### src/rtl/rv_pipeline_defs.sv
// Shared definitions for the RV32IM pipeline front end:
// fetch FSM encodings, bubble instruction and IF/ID field widths.
package rv_pipeline_defs;

    localparam int XLEN        = 32;
    localparam int IF_ID_PC_W  = XLEN;
    localparam int IF_ID_INS_W = 32;

    localparam logic [XLEN-1:0]        RESET_VECTOR_C = 32'h0000_0000;
    localparam logic [IF_ID_INS_W-1:0] NOP_INSTR_C    = 32'h0000_0013;

    typedef enum logic {
        RUN           = 1'b0,
        HOLD_REDIRECT = 1'b1
    } fetch_state_e;

    function automatic logic [XLEN-1:0] align_word(input logic [XLEN-1:0] a);
        return {a[XLEN-1:2], 2'b00};
    endfunction

endpackage

### src/rtl/if_id_reg.sv
// IF/ID pipeline register: load, hold or flush to a bubble.
// Reset and flush both leave the bubble {0, 4, NOP, invalid}.
module if_id_reg
    import rv_pipeline_defs::*;
#(
    parameter logic [IF_ID_INS_W-1:0] NOP_INSTR = NOP_INSTR_C
) (
    input  logic                   clk,
    input  logic                   reset,
    input  logic                   load,
    input  logic                   flush,
    input  logic [IF_ID_PC_W-1:0]  pc_in,
    input  logic [IF_ID_INS_W-1:0] instr_in,
    output logic [IF_ID_PC_W-1:0]  pc_out,
    output logic [IF_ID_PC_W-1:0]  pc4_out,
    output logic [IF_ID_INS_W-1:0] instr_out,
    output logic                   valid_out
);

    logic [IF_ID_PC_W-1:0]  pc_d, pc_q, pc4_d, pc4_q;
    logic [IF_ID_INS_W-1:0] instr_d, instr_q;
    logic                   valid_d, valid_q;

    always_comb begin
        pc_d    = pc_q;
        pc4_d   = pc4_q;
        instr_d = instr_q;
        valid_d = valid_q;
        if (flush) begin
            pc_d    = '0;
            pc4_d   = 32'd4;
            instr_d = NOP_INSTR;
            valid_d = 1'b0;
        end else if (load) begin
            pc_d    = pc_in;
            pc4_d   = pc_in + 32'd4;
            instr_d = instr_in;
            valid_d = 1'b1;
        end
    end

    always_ff @(posedge clk or posedge reset) begin
        if (reset) begin
            pc_q    <= '0;
            pc4_q   <= 32'd4;
            instr_q <= NOP_INSTR;
            valid_q <= 1'b0;
        end else begin
            pc_q    <= pc_d;
            pc4_q   <= pc4_d;
            instr_q <= instr_d;
            valid_q <= valid_d;
        end
    end

    assign pc_out    = pc_q;
    assign pc4_out   = pc4_q;
    assign instr_out = instr_q;
    assign valid_out = valid_q;

endmodule

### src/rtl/fetch_unit.sv
// IF stage: owns the PC, absorbs cache-miss stalls and EX redirects,
// parking a redirect that arrives mid-miss so the cache address stays put.
module fetch_unit
    import rv_pipeline_defs::*;
#(
    parameter logic [31:0] RESET_VECTOR = RESET_VECTOR_C,
    parameter logic [31:0] NOP_INSTR    = NOP_INSTR_C
) (
    input  logic        CLK,
    input  logic        RESET,
    input  logic        CACHE_BUSYWAIT,
    input  logic [31:0] INSTRUCTION_IN,
    input  logic        STALL,
    input  logic        BRANCH_TAKEN,
    input  logic [31:0] BRANCH_TARGET,
    output logic [31:0] CACHE_ADDR,
    output logic [31:0] IF_ID_PC,
    output logic [31:0] IF_ID_PC4,
    output logic [31:0] IF_ID_INSTR,
    output logic        IF_ID_VALID,
    output logic        REDIRECT_PENDING,
    output logic [31:0] FETCH_COUNT
);

    fetch_state_e state_d, state_q;
    logic [31:0]  pc_d, pc_q;
    logic [31:0]  pend_d, pend_q;
    logic [31:0]  cnt_d, cnt_q;
    logic         load, flush;
    logic [31:0]  tgt;

    assign tgt = align_word(BRANCH_TARGET);

    always_comb begin
        state_d = state_q;
        pc_d    = pc_q;
        pend_d  = pend_q;
        cnt_d   = cnt_q;
        load    = 1'b0;
        flush   = 1'b0;
        unique case (state_q)
            RUN: begin
                if (BRANCH_TAKEN && !CACHE_BUSYWAIT) begin
                    pc_d  = tgt;
                    flush = 1'b1;
                end else if (BRANCH_TAKEN) begin
                    pend_d  = tgt;
                    state_d = HOLD_REDIRECT;
                    flush   = 1'b1;
                end else if (STALL) begin
                    pc_d = pc_q;
                end else if (CACHE_BUSYWAIT) begin
                    flush = 1'b1;
                end else begin
                    load  = 1'b1;
                    pc_d  = pc_q + 32'd4;
                    cnt_d = cnt_q + 32'd1;
                end
            end
            HOLD_REDIRECT: begin
                // Newest redirect wins, even on the edge the miss ends.
                flush = 1'b1;
                if (BRANCH_TAKEN)
                    pend_d = tgt;
                if (!CACHE_BUSYWAIT) begin
                    pc_d    = BRANCH_TAKEN ? tgt : pend_q;
                    state_d = RUN;
                end
            end
            default: state_d = RUN;
        endcase
    end

    always_ff @(posedge CLK or posedge RESET) begin
        if (RESET) begin
            state_q <= RUN;
            pc_q    <= RESET_VECTOR;
            pend_q  <= '0;
            cnt_q   <= '0;
        end else begin
            state_q <= state_d;
            pc_q    <= pc_d;
            pend_q  <= pend_d;
            cnt_q   <= cnt_d;
        end
    end

    if_id_reg #(
        .NOP_INSTR (NOP_INSTR)
    ) u_if_id (
        .clk       (CLK),
        .reset     (RESET),
        .load      (load),
        .flush     (flush),
        .pc_in     (pc_q),
        .instr_in  (INSTRUCTION_IN),
        .pc_out    (IF_ID_PC),
        .pc4_out   (IF_ID_PC4),
        .instr_out (IF_ID_INSTR),
        .valid_out (IF_ID_VALID)
    );

    assign CACHE_ADDR       = pc_q;
    assign REDIRECT_PENDING = (state_q == HOLD_REDIRECT);
    assign FETCH_COUNT      = cnt_q;

endmodule

### config.mk
export PLATFORM = sky130hd
export DESIGN_NAME = fetch_unit
export DESIGN_NICKNAME = d
export VERILOG_FILES = /design/src/rtl/rv_pipeline_defs.sv /design/src/rtl/if_id_reg.sv /design/src/rtl/fetch_unit.sv
export SDC_FILE = /design/constraint.sdc
export NUM_CORES = 1
export LEC_CHECK = 0
export CAP_MARGIN = 20
export CORE_MARGIN = 2
export CORE_UTILIZATION = 44
export DETAILED_ROUTE_END_ITERATION = 10
export GPL_ROUTABILITY_DRIVEN = 1
export HOLD_SLACK_MARGIN = 0.08
export PLACE_DENSITY = 0.77
export SETUP_SLACK_MARGIN = 0.2
export SLEW_MARGIN = 40
export SYNTH_ARGS = -nofsm -noshare
export SYNTH_HDL_FRONTEND = slang
export SYNTH_SLANG_ARGS = --single-unit
### constraint.sdc
create_clock -name CLK -period 7 [get_ports CLK]
set_clock_uncertainty 0.15 [all_clocks]
set_input_delay 1.4 -clock CLK [delete_from_list [all_inputs] [get_ports CLK]]
set_output_delay 1.4 -clock CLK [all_outputs]
set_load 0.05 [all_outputs]
-- Yosys cells after proc, flatten, opt, wreduce, memory -nomap -nowiden
Index checks and enable logic that the tools add are counted.
- mux-type cells: 30
- magnitude comparators: 0
- bitwise gates (word level): 5
- reductions and logical operators: 5
- multiply operators: 0
- eq/ne operators: 5
- shifts and indexed selects: 0
- add/subtract/negate cells: 2
- divide/modulo/power cells: 0
- operators by type and width (operator ; count):
    32-bit two-way mux ; 13
    32-bit one-hot mux with 2 select lines ; 2
    32-bit by 1-bit adder with 32-bit output (second input constant) ; 1
    32-bit by 3-bit adder with 32-bit output (second input constant) ; 1
    1-bit two-way mux ; 13
    3-bit inequality test (second input constant) ; 3
    1-bit inverter ; 5
    5-bit AND reduction ; 1
    2-bit inequality test (second input constant) ; 2
    1-bit one-hot mux with 2 select lines ; 2
    4-bit AND reduction ; 1
    2-bit nonzero test ; 1
    1-bit logical AND ; 1
    1-bit zero test ; 1
- memory bits (writable): 0
- input bits: 69
- bits in read-only memories: 0
- register bits: 194
- output and inout port bits: 162
- word-level logic and storage cells: 55
- memories kept: 0
- latch bits: 0

-- Longest topological paths before layout
Gate-level depths: netlist of the first run.
- depth in word-level cells: 7
- mapped depth: 8
- mapped depth without buffers: 6

-- By module
From an unflattened synthesis of the first run, not the netlist that was laid out.
- cell total of the unflattened synthesis: 936
- area total of the unflattened synthesis: 9415.3 um^2
- by module, submodules not included (module ; seq. area each (um^2) ; instances ; area an instance (um^2) ; cells an instance):
    fetch_unit ; 2427.3 ; 1 ; 5042.3 ; 522
    if_id_reg ; 2382.3 ; 1 ; 4372.9 ; 414

-- Least setup slack after synthesis of the first run
Ideal clock, no wire load.
- path type: input to register
- from: in CACHE_BUSYWAIT
- to: reg cnt_q[14] (netlist: FETCH_COUNT[14])
- library setup time: 0.142 ns
- stages on the path: 7
- data arrival time: 2.935 ns
- slack: 3.773 ns
- data required time: 6.708 ns
- path buffers: 2
- path through: buf_6 -> or4_4 -> buf_6 -> or3_4 -> nor2_4 -> nand3_2 -> xnor2_1
- word-level cells in the longest chain between the ends: 4
- elaborated cells between the ends (all ways): 5
- classes of those cells: bitwise: 2; reduce/logical: 3
- ends and longest elaborated chain (what ; line ; text):
    from (decl) ; fetch_unit.sv:11 ; input logic CACHE_BUSYWAIT,
    1-bit zero test ; -- ;
    1-bit logical AND ; fetch_unit.sv:43 ; if (BRANCH_TAKEN && !CACHE_BUSYWAIT) begin
    1-bit inverter (no line) ; -- ;
    5-bit AND reduction (no line) * ; -- ;
    to (signal assigned) ; fetch_unit.sv:84 ; cnt_q <= cnt_d;
    to (decl) ; fetch_unit.sv:28 ; logic [31:0] cnt_d, cnt_q;
Every way passes the cells marked *; elsewhere a longest branch is shown, timed or not.
A chain may end at the register's enable or synchronous reset.

-- Worst setup path in the final report of the first run
- from: in CACHE_BUSYWAIT
- to: reg pc_q[15] (netlist: CACHE_ADDR[15])
- word-level cells in the longest chain between the ends: 4
- elaborated cells between the ends (all ways): 9
- classes of those cells: eq/ne: 4; mux: 2; reduce/logical: 3
- ends and longest elaborated chain (what ; line ; text):
    1-bit zero test ; -- ;
    1-bit logical AND ; fetch_unit.sv:43 ;
    3-bit inequality test (no line) / 32-bit two-way mux (equally long branches) ; -- ;
    4-bit AND reduction (no line) / 32-bit one-hot mux with 2 select lines (equally long branches) ; -- ;
    to (signal assigned) ; fetch_unit.sv:82 ; pc_q <= pc_d;
    to (decl) ; fetch_unit.sv:26 ; logic [31:0] pc_d, pc_q;
Parallel ways exist; a longest one is shown, timed or not.

==> run metrics, run 1 <==
outcome=finished, final reports clean; Rows=51; Critical path buffers and inverters=2; Total GRT Usage=23.8%; H-tree Lvls=4; die height=145 um; Reg clk slew, reported paths=70 ps; slew margin rel.=44.0%; pre-CTS setup slack=2430 ps; Setup WS post-layout=2860 ps; hold worst-path end=FETCH_COUNT[31]; setup TNS=0 ps; f_max=241 MHz; Die Width=145 um; hold_sp=FETCH_COUNT[31]; CTS root buf=clkbuf_16; CP Max Fanout=19; yosys warns=0; Unique masters post-synth=51; Slew @ Worst Pin=840 ps; Sink Count=192; leakage=4.95 nW; Post-route DRC=0; routed wire length=24600 um; sequential share of the synthesized area=55.2%; Setup CP Type=input port to flip-flop; RSZ-0062 raised after global routing=no; gpl congestion=0.839; Max Cap Viol=0; crit-path leading delay family=buffers and inverters; post-cts hold buffer count=0; drt via density=5.51; Pins Over Slew Limit=0; Post-Synthesis Cells=820; reg2reg end=FETCH_COUNT[31]; R2R cell count=6; Synth Register Bits=192; Synth async-reset ratio=100%; Post-CTS Setup Inserts=0; layout cells sized above 1=8.52%; diode count=0; largest net degree at the start of global routing=139; clock buffer depth=2; worst r2r src=REDIRECT_PENDING; I/O Buffers=228; EDFF count, synth=0; IO Pins=231; routed vias=7158; Critical Path AT=4310 ps; CP max-delay cell=clkdlybuf4s50_1; Starting Density=44.7%; first-pass GRT wire length=38200 um; synthesized area=8710 um2; combinational power share=23.5%; initial antenna violation count=0; met3 Track Usage GR=6.71%; power per cell area=257 nW/um2; detailed-route wire length per cell=19.0 um; Sw Pwr=0.000996 W; final setup fails=0; Mapped Nets=891; reg2reg setup slack=4300 ps; multi-input logic area=3600 um2; die area=20900 um2; max incr delay on CP=980 ps; Tmin final=4140 ps; DR iter-0 viols=526; final hold slack=321 ps; VDD IR max=174 uV; drt pass-1 iters=5; grt ovf=0; fillcell total=1640; Hold Path Depth=1; TritonCTS clock tree=yes; placed wire-length estimate=17700 um; Cell Int Power=0.00203 W; Sw Ratio=32.9%; vias in the first global route=6841; Most used DFF post-synth=dfrtp_1; met2 Track Usage GR=37.1%; worst-path cell chain=clkdlybuf4s50_1 -> nand2b_1 -> nor2b_1 -> buf_4 -> o21ai_0 -> a22o_1; CP Capture Type=flip-flop; synth-to-layout area growth=35.4%; Reg area=4810 um2; sequential share of power=43.5%; Setup crit start kind=input port; clk_lat worst skew=430 ps; post-layout net count=1091; CTS Buf Count=17; CP Data Required Time=7170 ps; Hold Vio Cnt, Final=0; hold crit path type=flip-flop to flip-flop; Clk pwr share=33.0%; antenna-violating nets left=0; CORE AREA=19500 um2; synthesized area per cell=10.6 um2; met1 usage=32.2%; Final Cycle Share=59.2%; grt peak-use layer=met2; Gates resized, CTS repair=0
[worst register-to-register path: cells and delay by family (launching register included)]
family	cells	cell delay, ps
buffers and inverters	1	260
and+or+nand+nor	4	1680
DFF	1	360
xor gates and xnor gates	1	170
[layer usage]
metal  routed length, um  vias up
li1                    -     3325
met1               10800     3543
met2               11300      260
met3                2040       30
met4                 471        0
met5                   0        -
[flip-flops by register name, indices dropped and copies added, names as in the netlist]
register,count
CACHE_ADDR,32
FETCH_COUNT,32
REDIRECT_PENDING,1
pend_q,32
u_if_id.instr_out,32
u_if_id.pc4_out,32
u_if_id.pc_out,30
u_if_id.valid_out,1
[power groups by stage]
stage / sequential (W) / clock [W] / combinational, W
floorplan: 0.00153 / 0 / 0.000244
global placement: 0.00133 / 0 / 0.000703
detailed placement: 0.00133 / 0 / 0.000714
CTS: 0.00131 / 0.00101 / 0.000717
global route: 0.00133 / 0.00106 / 0.000757
finish: 0.00132 / 0.000999 / 0.000713
[synthesized netlist by cell type (all sizes together), types with 2 or more instances]
cell type | n | area, um2
a21oi | 47 | 235
buf | 19 | 105
clkbuf | 39 | 146
ha | 2 | 25.0
mux2 | 28 | 315
or4 | 2 | 18.8
nor4 | 12 | 87.6
nor2 | 28 | 113
and2 | 3 | 18.8
nor3 | 17 | 85.1
dfstp | 4 | 105
o21ai | 69 | 345
o2bb2ai | 10 | 87.6
nand3 | 25 | 135
nor2b | 18 | 113
mux2i | 2 | 20.0
a2bb2oi | 13 | 114
xor2 | 24 | 210
nand4 | 16 | 106
or3 | 2 | 17.5
nand2b | 6 | 37.5
o22a | 4 | 35.0
nand2 | 90 | 338
inv | 19 | 71.3
o21a | 4 | 30.0
a311oi | 2 | 17.5
and4 | 7 | 61.3
a22o | 56 | 490
a211oi | 11 | 82.6
xnor2 | 34 | 298
dfrtp | 188 | 4700
and3 | 6 | 37.5
a21o | 5 | 37.5
[cells by family after synthesis]
group	count (synthesis)	share of synthesized area [%]
buf+inv	77	3.71
flops	192	55.2
compound gates	226	17.4
simple gates	235	13.7
xor+xnor	58	5.83
fa+ha+maj	2	0.287
mux	30	3.85
[layout make-up]
| cell class | count | share of cell area [%] |
|---|---|---|
| Timing Repair Buffer | 239 | 20.1 |
| Clock buffer | 19 | 3.76 |
| Clock inverter | 13 | 1.38 |
| Tap cell | 265 | 2.81 |
| Inverter | 19 | 0.711 |
| Multi-Input combinational cell | 551 | 30.5 |
| Sequential cell | 192 | 40.8 |
[cells in the final DEF, fill, tap and decap left out, drive strengths merged, types with 6 or more instances in the layout]
cell type      Yosys  routed
a211oi            11      11
a21oi             47      47
a22o              56      56
a2bb2oi           13      13
and3               6       6
and4               7       7
buf               19      11
clkbuf            39      19
clkdlybuf4s50      0     228
clkinv             0       6
dfrtp            188     188
inv               19      20
mux2              28      28
nand2             90      90
nand2b             6       6
nand3             25      25
nand4             16      16
nor2              28      28
nor2b             18      18
nor3              17      17
nor4              12      12
o21ai             69      69
o2bb2ai           10      10
xnor2             34      34
xor2              24      24
[per-stage QoR]
stage / area [um2] / utilization (%) / instances / total power, W
6_report: 11800 / 60.6 / 1298 / 0.00303
5_1_grt: 11800 / 60.6 / 1298 / 0.00315
4_1_cts: 11800 / 60.6 / 1298 / 0.00304
3_5_place_dp: 11200 / 57.5 / 1266 / 0.00205
3_3_place_gp: 11200 / 57.4 / 1266 / 0.00203
2_1_floorplan: 8710 / - / 820 / 0.00177
[worst max-delay path by stage]
stage               slack [ps]      startpoint               to  depth (start not counted)
floorplan                  230           RESET    CACHE_ADDR[0]                          1
global placement          2500    BRANCH_TAKEN  FETCH_COUNT[31]                          7
detailed placement        2430  CACHE_BUSYWAIT   CACHE_ADDR[15]                          6
CTS                       2880  CACHE_BUSYWAIT   CACHE_ADDR[15]                          6
global route              2690    BRANCH_TAKEN  FETCH_COUNT[31]                          7
finish                    2860  CACHE_BUSYWAIT   CACHE_ADDR[15]                          6
Power figures use the tool's default switching activity.
==> run 2: changes to the inputs <==
--- a/config.mk
+++ b/config.mk
@@ -7,11 +7,11 @@
 export LEC_CHECK = 0
 export CAP_MARGIN = 20
 export CORE_MARGIN = 2
-export CORE_UTILIZATION = 44
+export CORE_UTILIZATION = 45
 export DETAILED_ROUTE_END_ITERATION = 10
 export GPL_ROUTABILITY_DRIVEN = 1
 export HOLD_SLACK_MARGIN = 0.08
-export PLACE_DENSITY = 0.77
+export PLACE_DENSITY = 0.76
 export SETUP_SLACK_MARGIN = 0.2
 export SLEW_MARGIN = 40
 export SYNTH_ARGS = -nofsm -noshare
==> constraint.sdc (replaced) <==
create_clock -name CLK -period 3.9 [get_ports CLK]
set_clock_uncertainty 0.15 [all_clocks]
set_input_delay 0.78 -clock CLK [delete_from_list [all_inputs] [get_ports CLK]]
set_output_delay 0.78 -clock CLK [all_outputs]
set_load 0.05 [all_outputs]
==> run metrics, run 2 (synthesis gave the netlist of run 1 again) <==
Sw Ratio=33.0%; gpl congestion=0.840; first-pass GRT wire length=38300 um; final core occ=63.0%; Die Width=143 um; Starting Density=46.2%; fillcell total=1521; outcome=finished, final reports clean; placed instance area=11300 um2; Rows=50; TritonCTS clock tree=yes; Tmin final=2900 ps; synth-to-layout area growth=36.3%; Cell Int Power=0.00364 W; hold crit path type=flip-flop to flip-flop; Reg clk slew, reported paths=70 ps; pre-CTS setup slack=588 ps; Sw Pwr=0.00179 W; IO Pins=231; Total GRT Usage=24.3%; post-layout net count=1099; largest net degree at the start of global routing=115; power per cell area=458 nW/um2; die height=143 um; design area=11900 um2; post-cts hold buffer count=0; most common cell after layout, fill and taps aside=clkdlybuf4s50_1; vias in the first global route=6837; VDD IR max=300 uV; clock buffer depth=2; antenna-violating nets left=0; grt ovf=0; drt via density=5.54; final setup fails=0; Clk pwr share=32.9%; initial antenna violation count=0; Hold Vio Cnt, Final=0; slew margin rel.=46.7%; placed wire-length estimate=17500 um; Setup CP Type=input port to flip-flop; CP Max Fanout=8; RSZ-0062 raised after global routing=no; leakage=4.99 nW; routed wire length=24500 um; routed vias=7209; Sink Count=192; Setup WS post-layout=998 ps; Pins Over Slew Limit=0; CTS root buf=clkbuf_16; combinational power share=23.6%; Critical Path Source=STALL; diode count=0; Gates resized, CTS repair=0; H-tree Lvls=4; f_max=345 MHz; detailed-route wire length per cell=18.8 um; Critical Path AT=3110 ps; Post-CTS Setup Inserts=0; CORE AREA=18800 um2; sequential share of power=43.5%; CP Capture Type=flip-flop; die area=20500 um2; worst r2r src=CACHE_ADDR[2]; Final Cycle Share=74.4%; Slew @ Worst Pin=800 ps; drt pass-1 iters=5; clk_lat worst skew=430 ps; CTS Buf Count=17; CP Data Required Time=4110 ps; setup TNS=0 ps; Post-route DRC=0; Max Cap Viol=0; layout cells sized above 1=9.22%; I/O Buffers=228; hold_sp=FETCH_COUNT[31]; Setup crit start kind=input port; commonest cells after routing, fill and taps aside=clkdlybuf4s50_1 (228), dfrtp_1 (188), nand2_1 (90); DR iter-0 viols=553
[run 2: changes by cell type in the layout (fill, tap and decap cells not counted), sizes merged]
cell      delta
bufinv       -1
buf          +8
inv          -1
clkinvlp     +2
clkbuf       +2
clkinv       -2
[run 2: area by class of cell]
type / instances / area, um2 / area share, %
Clock buffer: 21 / 480 / 4.05
Inverter: 19 / 75.1 / 0.633
Multi-Input combinational cell: 551 / 3590 / 30.3
Clock inverter: 11 / 130 / 1.10
Tap cell: 260 / 325 / 2.74
Timing Repair Buffer: 247 / 2450 / 20.6
Sequential cell: 192 / 4810 / 40.5
[run 2: power groups by stage]
stage               registers [W]  logic (W)  clock network [W]
floorplan                 0.00274   0.000439                  0
global placement          0.00239    0.00127                  0
detailed placement        0.00240    0.00128                  0
CTS                       0.00236    0.00129            0.00181
global route              0.00239    0.00136            0.00190
finish                    0.00237    0.00128            0.00179
[run 2: path summary, 6_finish.rpt]
check	slack, ps	cells after the start	endpoint
min in group asynchronous	700	3	u_if_id.pc4_out[1]
worst min-delay path	320	1	FETCH_COUNT[31]
max in group asynchronous	2360	3	u_if_id.pc4_out[25]
worst max-delay path	1000	7	FETCH_COUNT[31]
worst min register to register	320	1	FETCH_COUNT[31]
worst max register to register	1350	7	u_if_id.pc4_out[26]
[run 2: through the flow]
step                      hold slack, ps  total power, W  std cells
after floorplan                      296         0.00318        820
after global placement               304         0.00366       1269
after detailed placement             313         0.00368       1269
after CTS                            323         0.00546       1301
after global routing                 329         0.00565       1301
final                                322         0.00544       1301
[run 2: routing by layer]
layer | GRT usage, % | vias up | wire length, um
met2 | 37.7 | 269 | 11400
li1 | - | 3361 | -
met4 | 6.62 | 0 | 352
met1 | 34.1 | 3553 | 10900
met5 | 0 | - | 0
met3 | 6.04 | 26 | 1830
[run 2: critical path, cell delays in order]
cell and delay, ps:
clkdlybuf4s50_1 550, nor4_2 430, buf_4 220, nand4_1 260, nand2b_1 330, nor4_1 360
xor2_1 170
==> run 3: changes to the inputs <==
==> constraint.sdc (replaced) <==
create_clock -name CLK -period 2.7 [get_ports CLK]
set_clock_uncertainty 0.15 [all_clocks]
set_input_delay 0.54 -clock CLK [delete_from_list [all_inputs] [get_ports CLK]]
set_output_delay 0.54 -clock CLK [all_outputs]
set_load 0.05 [all_outputs]
==> run metrics, run 3 (synthesis gave the netlist of run 1 again) <==
Pins Over Slew Limit=0; post-cts hold buffer count=0; die area=20500 um2; DR iter-0 viols=645; first-pass GRT wire length=38700 um; crit-path leading delay family=buffers and inverters; largest net degree at the start of global routing=91; IO Pins=231; outcome=finished, final reports clean; clk_lat worst skew=430 ps; Reg clk slew, reported paths=80 ps; CP Data Required Time=2010 ps; setup TNS=0 ps; Critical Path AT=1770 ps; CP Capture Type=output port; layout cells sized above 1=12.0%; CORE AREA=18800 um2; RSZ-0062 raised after global routing=no; Rows=50; placed wire-length estimate=18300 um; fin cells=1332; hold crit path type=flip-flop to flip-flop; slew margin rel.=58.3%; I/O Buffers=228; fillcell total=1500; Setup crit start kind=flip-flop; most common cell after layout, fill and taps aside=clkdlybuf4s50_1; detailed-route wire length per cell=18.7 um; diode count=0; Tmin final=2460 ps; antenna-violating nets left=0; CP Max Fanout=6; dpl cells=1300; Total GRT Usage=24.5%; CP max-delay cell=clkdlybuf4s50_1; Slew @ Worst Pin=625 ps; Tot Pwr=0.00779 W; Setup CP Type=flip-flop to output port; CTS root buf=clkbuf_16; synth-to-layout area growth=39.9%; Hold Vio Cnt, Final=0; initial antenna violation count=0; worst-path cell chain=clkdlybuf4s50_1; vias in the first global route=6908; final core occ=64.7%; H-tree Lvls=4; Critical path buffers and inverters=1; drt pass-1 iters=5; leakage=5.25 nW; CTS Buf Count=17; placed instance area=11600 um2; Sink Count=192; Starting Density=46.2%; gpl congestion=0.846; clock buffer depth=2; Post-route DRC=0; die height=143 um; commonest cells after routing, fill and taps aside=clkdlybuf4s50_1 (205), dfrtp_1 (188), nand2_1 (90); Die Width=143 um; Final Cycle Share=91.1%; drt via density=5.50; f_max=407 MHz; grt ovf=0; TritonCTS clock tree=yes; final setup fails=0; routed vias=7326; post-layout net count=1130; Max Cap Viol=0; max incr delay on CP=870 ps; design area=12200 um2; routed wire length=24800 um; power per cell area=640 nW/um2; VDD IR max=423 uV
==> run 3: cell count changes in the layout (fill, tap and decap cells not counted), sizes merged <==
| cell | change |
|---|---|
| buf | +32 |
| bufinv | -1 |
| clkbuf | -4 |
| clkdlybuf4s50 | -23 |
| clkinv | +2 |
| dlygate4sd2 | +13 |
| dlymetal6s2s | +9 |
| inv | +3 |
==> run 3: per-layer routing <==
layer / global-route usage [%] / share of wire (%) / up-vias
li1: - / - / 3408
met4: 7.09 / 2.2 / 0
met3: 4.93 / 6.9 / 43
met2: 38.6 / 47 / 301
met5: 0 / 0 / -
met1: 34.4 / 44 / 3574
==> run 3: final timing paths <==
check | startpoint | end | slack [ps] | cells past startpoint
hold reg to reg | FETCH_COUNT[31] | FETCH_COUNT[31] | 320 | 1
setup reg to reg | CACHE_ADDR[8] | u_if_id.pc4_out[31] | 330 | 5
hold / removal | FETCH_COUNT[31] | FETCH_COUNT[31] | 320 | 1
max in group asynchronous | RESET | u_if_id.pc_out[11] | 1370 | 3
min in group asynchronous | RESET | CACHE_ADDR[3] | 380 | 2
setup / recovery | FETCH_COUNT[12] | FETCH_COUNT[12] | 240 | 1
==> run 3: final cells by class <==
| class | count | area [um2] | area share, % |
|---|---|---|---|
| clock buffers | 17 | 425 | 3.49 |
| clock inverters | 15 | 158 | 1.29 |
| inverters | 19 | 75.1 | 0.616 |
| multi-input cells | 551 | 3600 | 29.6 |
| flip-flops and latches | 192 | 4810 | 39.5 |
| well taps | 260 | 325 | 2.67 |
| repair buffers | 278 | 2790 | 22.9 |
==> run 3: through the flow <==
stage | setup WS, ps | hold WS [ps]
6_report | 241 | 319
5_1_grt | 198 | 337
4_1_cts | 202 | 322
3_5_place_dp | -78.5 | 312
3_3_place_gp | -94.9 | 309
2_1_floorplan | -463 | 296
==> run 3: where the power goes <==
group	switching (W)	total, W	internal [W]
registers	0.000280	0.00339	0.00311
logic	0.00121	0.00192	0.000711
clock network	0.00117	0.00248	0.00130
==> run 3: timing repair <==
action,CTS,global route
gates resized for setup,13,10
setup buffers,0,0
endpoints found under the setup margin,13,10
